<file path="src/rtl/ring_osc_freq_meter.sv">
// ring_osc_freq_meter: gates a ring oscillator on, then counts its synchronised
// rising edges over a fixed clk window and reports the count.
module ring_osc_freq_meter #(
   parameter int GATE_CYCLES   = 1024,
   parameter int SETTLE_CYCLES = 16,
   parameter int CNT_W         = 16
) (
   input  logic             clk,
   input  logic             rst_n,
   input  logic             start,
   input  logic             osc_in,
   output logic             osc_en,
   output logic             busy,
   output logic             done,
   output logic [CNT_W-1:0] count,
   output logic             overflow
);
   localparam int MAX_C = GATE_CYCLES > SETTLE_CYCLES ? GATE_CYCLES : SETTLE_CYCLES;
   localparam int TW = $clog2(MAX_C + 1);
   localparam logic [TW-1:0] S_LAST = TW'(SETTLE_CYCLES - 1);
   localparam logic [TW-1:0] G_LAST = TW'(GATE_CYCLES - 1);
   typedef enum logic [1:0] {IDLE, SETTLE, MEASURE, DONE} state_t;
   state_t           state_q, state_d;
   logic             s1_q, s2_q, s3_q;
   logic [TW-1:0]    timer_q, timer_d;
   logic [CNT_W-1:0] cnt_q, cnt_d, count_q, count_d;
   logic             sat_q, sat_d, ovf_q, ovf_d, osc_en_q, osc_en_d;
   logic             osc_edge;
   assign osc_edge = s2_q & ~s3_q;
   always_comb begin
      state_d = state_q;
      timer_d = timer_q + TW'(1);
      cnt_d   = cnt_q;
      sat_d   = sat_q;
      count_d = count_q;
      ovf_d   = ovf_q;
      unique case (state_q)
         IDLE: begin
            timer_d = '0;
            if (start) state_d = SETTLE;
         end
         SETTLE: if (timer_q == S_LAST) begin
            state_d = MEASURE;
            timer_d = '0;
            cnt_d   = '0;
            sat_d   = 1'b0;
         end
         MEASURE: begin
            if (osc_edge && cnt_q != '1) cnt_d = cnt_q + CNT_W'(1);
            if (cnt_d == '1) sat_d = 1'b1;
            // result latched on the way into DONE so it is valid alongside the done pulse
            if (timer_q == G_LAST) begin
               state_d = DONE;
               count_d = cnt_d;
               ovf_d   = sat_d;
            end
         end
         DONE: begin
            state_d = IDLE;
            timer_d = '0;
         end
         default: state_d = IDLE;
      endcase
      osc_en_d = (state_d == SETTLE) || (state_d == MEASURE);
   end
   always_ff @(posedge clk or negedge rst_n) begin
      if (!rst_n) begin
         state_q  <= IDLE;
         s1_q     <= 1'b0;
         s2_q     <= 1'b0;
         s3_q     <= 1'b0;
         timer_q  <= '0;
         cnt_q    <= '0;
         sat_q    <= 1'b0;
         count_q  <= '0;
         ovf_q    <= 1'b0;
         osc_en_q <= 1'b0;
      end else begin
         state_q  <= state_d;
         s1_q     <= osc_in;
         s2_q     <= s1_q;
         s3_q     <= s2_q;
         timer_q  <= timer_d;
         cnt_q    <= cnt_d;
         sat_q    <= sat_d;
         count_q  <= count_d;
         ovf_q    <= ovf_d;
         osc_en_q <= osc_en_d;
      end
   end
   assign osc_en   = osc_en_q;
   assign busy     = state_q != IDLE;
   assign done     = state_q == DONE;
   assign count    = count_q;
   assign overflow = ovf_q;
endmodule

</file>
<file path="config.mk">
export PLATFORM = sky130hd
export DESIGN_NAME = ring_osc_freq_meter
export DESIGN_NICKNAME = d
export VERILOG_FILES = /design/src/rtl/ring_osc_freq_meter.sv
export SDC_FILE = /design/constraint.sdc
export NUM_CORES = 1
export LEC_CHECK = 0
export BUFFER_PORTS_ARGS = -buffer_cell sky130_fd_sc_hd__buf_2
export CAP_MARGIN = 20
export CORE_MARGIN = 3
export CORE_UTILIZATION = 50
export DETAILED_ROUTE_END_ITERATION = 10
export PLACE_DENSITY = 0.74
export SYNTH_ARGS = -nofsm -noshare
export SYNTH_HDL_FRONTEND = slang
export SYNTH_SLANG_ARGS = --single-unit
export TNS_END_PERCENT = 20
</file>
<file path="constraint.sdc">
create_clock -name clk -period 3.3 [get_ports clk]
set_input_delay 0.66 -clock clk [delete_from_list [all_inputs] [get_ports clk]]
set_output_delay 0.66 -clock clk [all_outputs]
set_load 0.01 [all_outputs]
</file>
==> results.md, run 1 <==
* Die H at 79.0 um
* Number of port buffers at 23
* Die outline width at 79.0 um
* Layout-stage area growth over the synthesis result at 8.08%
* Proportion of synthesized flip-flops having asynchronous set or reset at 1.00
* R2R cell count at 7
* Final wirelength at 5310 um
* Max Fclk at 380 MHz
* Number of buffers between clock root and the deepest sink at 2
* Clock transition at path regs at 0.09 ns
* Final ANT Viol Nets at 0
* RSZ-0062 raised after global routing: no
* Clock H-tree levels at 2
* Most frequently used flop master after synthesis: dfrtp_1
* Synthesis-stage register bit count at 51
* Capturing element type of the critical path: register
* Post-synth EDFFs at 0
* Worst IR Drop VDD at about 0.21 mV
* FILL cells at approximately 450
* Root buffer selected by CTS: clkbuf_8
* Synth top area cells: dfrtp_1, o21ai_0, nand2_1
* Routed length per placed instance at 14.5 um
* Worst min-delay path category: register to register
* Vias post-DR at 2,051
* Per-instance average area after synthesis at 9.41 um^2
* DRC violations left at 0
* Final critical path time including I/O delays and setup at approximately 2.6 ns
* Post-detailed-route via-to-cell ratio at 5.59
* Detailed router's first-iteration violation count at between 200 and 250
* Register-to-register setup slack at 0.67 ns
* Antenna fix cells at 0
* Crit-path max FO at 8
* Overall global routing resource usage at 0.193
* Delay-heaviest family, CP: compound AO/OA/AOI/OAI gates
* Clock latency reported for the late side of the worst-skew pair at 0.30 ns
* Initial antenna violation count at 0
* Relative slew slack at 0.398
* Nature of the critical path startpoint: register
* First drt pass iteration count at 4
* Placeable Area at 4940 um^2
* Net Count, Synth at 289
* Synth Cell Area at around 2700 um^2
* Worst hold stages at 0
* Largest area contributor in the netlist: dfrtp_1
* Worst-margin pin slew at 0.901 ns
* DIE AREA at 6240 um^2
* Residual overflow from global routing at 0
* First-pass GRT wire length at 9520 um
* Synth unique cells at 51
* Clock tree from TritonCTS: built
* Area of the multi-input gates at 1290 um^2
* Cts hold-fix bufs at 0
* I/O pin count at 24
* Post-cts resize count at 0
* Fraction of the yosys area taken by sequential cells at 0.479
* Delay of the slowest critical-path stage at about 0.73 ns
* Area of all sequential standard cells at 1280 um^2
* Data arrival time at the worst-slack endpoint at 2.87 ns
* Total CTS buffers at 5
* Sum of net half-perimeters after detailed placement at 3800 um
* Capturing point of the worst reg2reg path: overflow
* Final TNS setup at 0 ns
* Post-route clock skew at roughly 0.0045 ns
* Total leakage power at 1.20 nW
* Setup CP Type: register to register
* Number of nets at the end of the flow at 305
* Sum of buffers and inverters on the critical path at 0
* Initial Util at 0.539
* Hold Path Origin: s1_q
* Crit share post-route at 0.797
* # placed instances at 359
* Status: finished, final reports clean
* Count of final setup violators at 0
* Library cell contributing the largest single delay on the critical path: o41ai_2
* Power density normalized to cell area at around 400 nW/um^2
* Weighted congestion reported at the end of routability-driven placement at 0.868
* Post-synth top area share at 0.479
* Power, Total at 0.00116 W
* Post-synthesis cell count at roughly 280
* CP cell instances: ha_1 > nand4_4 > o41ai_2 > o21ai_0 > a221oi_2 > nand4_1 > a21oi_1
* # Max-Cap Violations at 0
* Pin count of the biggest net entering global routing at 32
* Number of warning messages in the yosys log at 0
* Critical path data required time at 3.54 ns
* CTS sink count at just over 50
* Final Hold Viols at 0
* Setup Buffers After CTS at 0
* Finished Core Util at 0.582
* Total count of max-transition violations in the final report at 0
* Source of the worst register-to-register timing path: cnt_q[0]
* Non-filler instance count after layout at 367
* Proportion of layout cells with a drive suffix above 1 at 0.160
* Vias in the first global route at 2,026
* Floorplan row count at 25
* Capture endpoint of the worst hold path: s2_q
==> worst max path at each step <==
stage	startpoint	endpoint	slack (ns)	cells after the start
final	cnt_q[0]	overflow	0.67	7
after global routing	cnt_q[0]	overflow	0.40	7
after floorplan	cnt_q[0]	overflow	0.95	7
after detailed placement	cnt_q[0]	sat_q	0.70	7
after CTS	cnt_q[0]	sat_q	0.68	7
after global placement	cnt_q[0]	overflow	0.81	7
==> logic make-up (layout without fill, tap and decap cells) <==
| family | count (synthesis) | count (layout) | share of synthesized area |
|---|---|---|---|
| compound gates | 72 | 72 | 0.166 |
| xor+xnor | 19 | 19 | 0.0625 |
| buf+inv | 19 | 36 | 0.0371 |
| simple gates | 114 | 114 | 0.220 |
| flops | 51 | 51 | 0.479 |
| mux | 6 | 6 | 0.0258 |
| fa+ha+maj | 2 | 2 | 0.00940 |
==> cell usage after synthesis, types with 2 or more instances <==
cell and n:
a21o_1 2, a21oi_1 8, a31oi_1 2, and2_1 5
and3_1 3, buf_2 4, buf_4 6, clkbuf_1 7
dfrtp_1 51, ha_1 2, inv_1 2, mux2_2 3
mux2i_1 2, nand2_1 33, nand2b_1 3, nand3_1 10
nand3b_1 2, nand4_1 3, nor2_1 30, nor2b_1 4
nor3_1 5, nor4_1 2, o21a_1 2, o21ai_0 42
o31ai_1 6, or3_1 2, xnor2_1 13, xor2_1 6
==> power by group <==
part | leakage (nW) | switching (W) | internal, W
Clock | 0.0412 | 0.000203 | 0.000149
Combinational | 0.483 | 0.0000630 | 0.0000515
Sequential | 0.679 | 0.0000431 | 0.000647
==> through the flow <==
step                hold slack (ns)  instance area (um^2)  setup slack [ns]
floorplan                     0.331                  2660             0.947
global placement              0.339                  2790             0.813
detailed placement            0.342                  2790             0.703
CTS                           0.363                  2880             0.676
global route                  0.377                  2880             0.396
finish                        0.359                  2880             0.670
==> state kept, by name, indices dropped and copies added, names as in the netlist <==
name	flops
s1_q	1
cnt_q	16
osc_en	1
sat_q	1
s2_q	1
overflow	1
s3_q	1
state_q	2
timer_q	11
count	16
==> layout by cell type, fill, tap and decap left out, drive strengths merged, types with 2 or more instances in the layout <==
master  instances
clkbuf          6
or3             2
a31oi           2
xor2            6
a21oi           8
o21ai          43
o21a            2
and3            3
buf            26
inv             2
nor4            3
mux2i           2
nand3          10
o31ai           6
mux2            4
nor2           30
nand4           5
dfrtp          51
and2            6
nand2b          3
nand3b          2
ha              2
nand2          33
a21o            2
xnor2          13
nor2b           4
or4             3
nor3            5
==> final cells by class <==
type,count,share of cell area
clock buffer,6,0.0252
sequential,51,0.443
inverter,2,0.00261
tap,67,0.0291
clock inverter,2,0.00435
timing repair buffer,26,0.0478
multi-input combinational,213,0.447
==> metal layers <==
layer  vias up  track usage  share of wire
met1       967        0.275           0.49
met5         -            0              0
met4         0       0.0756          0.017
met3         8       0.0317          0.055
li1       1026            -              -
met2        50        0.295           0.44
(Power assumes the default switching activity.)
==> run 2: changes to the inputs <==
- ABC_AREA: not set -> 1
- clock period: 3.3 -> 2.7 ns (I/O delays scaled with it)
==> run 2 against run 1 <==
Compared with the run above: power is 89% higher; clock skew up 0.0076 ns; clock power increased by 33%; combinational power rose to 6.6 times the previous value; flip-flop and latch count did not move; clock-buffer cell count shrank 1; worst hold slack lost 0.14 ns; critical path type unchanged; largest cell class is now registers.
==> results.md, run 2 <==
* Power density normalized to cell area at 738 nW/um^2 (+84%)
* Count of final setup violators at 0 (unchanged)
* Clock share of power at 0.213 (-0.091)
* Total CTS buffers at 5 (unchanged)
* Final wirelength at 5810 um (+9.3%)
* Fraction of the yosys area taken by sequential cells at 0.476 (-0.00291)
* Sw Pwr at 0.000894 W (+190%)
* Relative contribution of combinational cells to total power at 0.347 (+0.248)
* Final Hold Viols at 0 (unchanged)
* Commonest cells in the synthesized netlist: nand2_1, dfrtp_1, inv_1
* Sw Ratio at 0.408 (+0.140)
* Nature of the critical path startpoint: register
* Capturing element type of the critical path: register
* Clock tree from TritonCTS: built
* First-pass GRT wire length at 10,200 um (+6.7%)
* Sum of buffers and inverters on the critical path at 0 (unchanged)
* Vias in the first global route at 2,240 (+11%)
* Compound-Gate Fraction of Synth Area at 0.0911 (-0.0748)
* DIE AREA at 6270 um^2 (+0.56%)
* Most numerous cell in the Yosys netlist: nand2_1
* Final ANT Viol Nets at 0 (unchanged)
* Overall global routing resource usage at 0.203 (+0.00981)
* Net Count, Synth at 362 (+25%)
* Commonest non-fill, non-tap cell in the layout: nand2_1
* Proportion of layout cells with a drive suffix above 1 at 0.148 (-0.0119)
* FILL cells at 510 (+13%)
* Number of warning messages in the yosys log at 0 (unchanged)
* Cts hold-fix bufs at 0 (unchanged)
* Final TNS setup at 0 ns (unchanged)
* Largest area contributor in the netlist: dfrtp_1
* Clock transition at path regs at 0.11 ns (+0.02 ns)
* Sequential Power Share at 0.439 (-0.158)
* Non-filler instance count after layout at 455 (+24%)
* Antenna fix cells at 0 (unchanged)
* Proportion of synthesized area in mux cells at 0 (-0.0258)
* Weighted congestion reported at the end of routability-driven placement at 0.881 (+1.5%)
* Crit-path max FO at 35 (+27)
* Synthesized-area fraction occupied by adder cells at 0.00934 (-0.0000571)
* Die outline width at 79.2 um (+0.28%)
* Post-Layout Inst Area at 2970 um^2 (+3.1%)
* Delay of the slowest critical-path stage at 0.47 ns (-0.26 ns)
* Clock H-tree levels at 2 (unchanged)
* # placed instances at 447 (+25%)
* Most frequently used flop master after synthesis: dfrtp_1
* Clock latency reported for the late side of the worst-skew pair at 0.31 ns (about the same)
* Library cell contributing the largest single delay on the critical path: nand3_2
* Delay-heaviest family, CP: simple AND/OR/NAND/NOR gates
* Setup CP Type: register to register
* Initial antenna violation count at 0 (unchanged)
* Power Internal at 0.00130 W (+53%)
* Simple-Gate Fraction of Synth Area at 0.319 (+0.0996)
* Synth Cell Area at 2680 um^2 (+0.61%)
* Register-to-register setup slack at 0.37 ns (-0.30 ns)
* Number of port buffers at 23 (unchanged)
* First drt pass iteration count at 4 (unchanged)
* Post-cts resize count at 0 (unchanged)
* Post-synthesis cell count at 356 (+26%)
* # Max-Cap Violations at 0 (unchanged)
* Root buffer selected by CTS: clkbuf_8
* Die H at 79.2 um (+0.28%)
* Worst-margin pin slew at 0.782 ns (-0.119 ns)
* Total leakage power at 1.59 nW (+32%)
* Synth unique cells at 26 (-49%)
* CP cell instances: ha_1 > nand2_1 > nor2_2 > nand4_1 > nor2_1 > and3_1 > nand3_2 > o21ai_0
* Relative slew slack at 0.476 (+0.0783)
* Post-synth top area share at 0.476 (-0.00291)
* Dpl cell area at 2870 um^2 (+2.8%)
* Crit share post-route at 0.862 (+0.0653)
* Pin count of the biggest net entering global routing at 36 (+13%)
* Post-synth EDFFs at 0 (unchanged)
* RSZ-0062 raised after global routing: no
* Placeable Area at 5140 um^2 (+4.0%)
* Number of buffers between clock root and the deepest sink at 2 (unchanged)
* Post-detailed-route via-to-cell ratio at 5.15 (-7.8%)
* Critical path data required time at 2.91 ns (-0.63 ns)
* CTS sink count at 51 (unchanged)
* Worst IR Drop VDD at 0.448 mV (+110%)
* Synth top area cells: dfrtp_1, nand2_1, inv_1
* XOR/XNOR share of the synthesized area at 0.0196 (-0.0429)
* Residual overflow from global routing at 0 (unchanged)
* Initial Util at 0.521 (-0.0176)
* Data arrival time at the worst-slack endpoint at 2.54 ns (-0.33 ns)
* Detailed router's first-iteration violation count at 130 (-35%)
* Sum of net half-perimeters after detailed placement at 4360 um (+15%)
* DRC violations left at 0 (unchanged)
* Worst min-delay path category: primary input to asynchronous set/reset pin
* Routed length per placed instance at 12.8 um (-12%)
* Total count of max-transition violations in the final report at 0 (unchanged)
* Commonest non-fill, non-tap cells in the layout: nand2_1, dfrtp_1, inv_1
* Vias post-DR at 2,345 (+14%)
* Setup Buffers After CTS at 0 (unchanged)
* Status: finished, final reports clean
* Layout-stage area growth over the synthesis result at 10.8%
* Floorplan row count at 26 (+4.0%)
* Max Fclk at 430 MHz (+13%)
* Final critical path time including I/O delays and setup at 2.33 ns (-0.302 ns)
* Area of all sequential standard cells at 1280 um^2 (unchanged)
* Area of the multi-input gates at 1180 um^2 (-8.6%)
* Post-route clock skew at 0.0121 ns (+0.00765 ns)
* Dominant combinational cell family by area after synthesis: simple AND/OR/NAND/NOR gates
* Proportion of synthesized flip-flops having asynchronous set or reset at 1.00 (unchanged)
* Synthesis-stage register bit count at 51 (unchanged)
* I/O pin count at 24 (unchanged)
* Number of nets at the end of the flow at 390 (+28%)
* Per-instance average area after synthesis at 7.52 um^2 (-20%)
[run 2: cells by family after synthesis]
kind of cell,count (synthesis)
XOR/XNOR,6
buffers and inverters,54
AO/OA/AOI/OAI,44
flip-flops,51
adder cells (fa/ha/maj),2
AND/OR/NAND/NOR,199
[run 2: worst paths after layout]
| path | endpoint | depth (start not counted) | from |
|---|---|---|---|
| min | timer_q[10] | 1 | rst_n |
| max | count[1] | 8 | timer_q[0] |
| min reg2reg | s2_q | 0 | s1_q |
| max in group asynchronous | count[2] | 2 | rst_n |
| max reg2reg | count[1] | 8 | timer_q[0] |
| min in group clk | s1_q | 1 | osc_in |
[run 2: per-layer routing]
layer,vias to the layer above,GRT usage,share of wire
li1,1193,-,-
met1,1103,0.273,0.48
met2,47,0.346,0.49
met3,2,0.0374,0.033
met4,0,0.0361,0.0017
met5,-,0,0
[run 2: area by class of cell]
cell class	count	area share
repair buffers	28	0.0514
clock inverters	3	0.00970
inverters	47	0.0594
flip-flops and latches	51	0.430
multi-input cells	251	0.397
clock buffers	5	0.0232
well taps	70	0.0295
[run 2: metrics by stage]
step                power, W   util  worst slack [ns]  hold slack (ns)
floorplan            0.00155      -             0.829            0.244
global placement     0.00171  0.558             0.434            0.335
detailed placement   0.00173  0.558             0.410            0.335
CTS                  0.00219  0.577             0.366            0.241
global route         0.00234  0.577            0.0645            0.264
finish               0.00219  0.577             0.372            0.224
[run 2: power groups by stage]
stage	Sequential (W)	Combinational [W]	Clock, W
after floorplan	0.000947	0.000599	0
after global placement	0.000972	0.000741	0
after detailed placement	0.000976	0.000756	0
after CTS	0.000962	0.000760	0.000472
after global routing	0.000976	0.000861	0.000499
final	0.000962	0.000761	0.000467
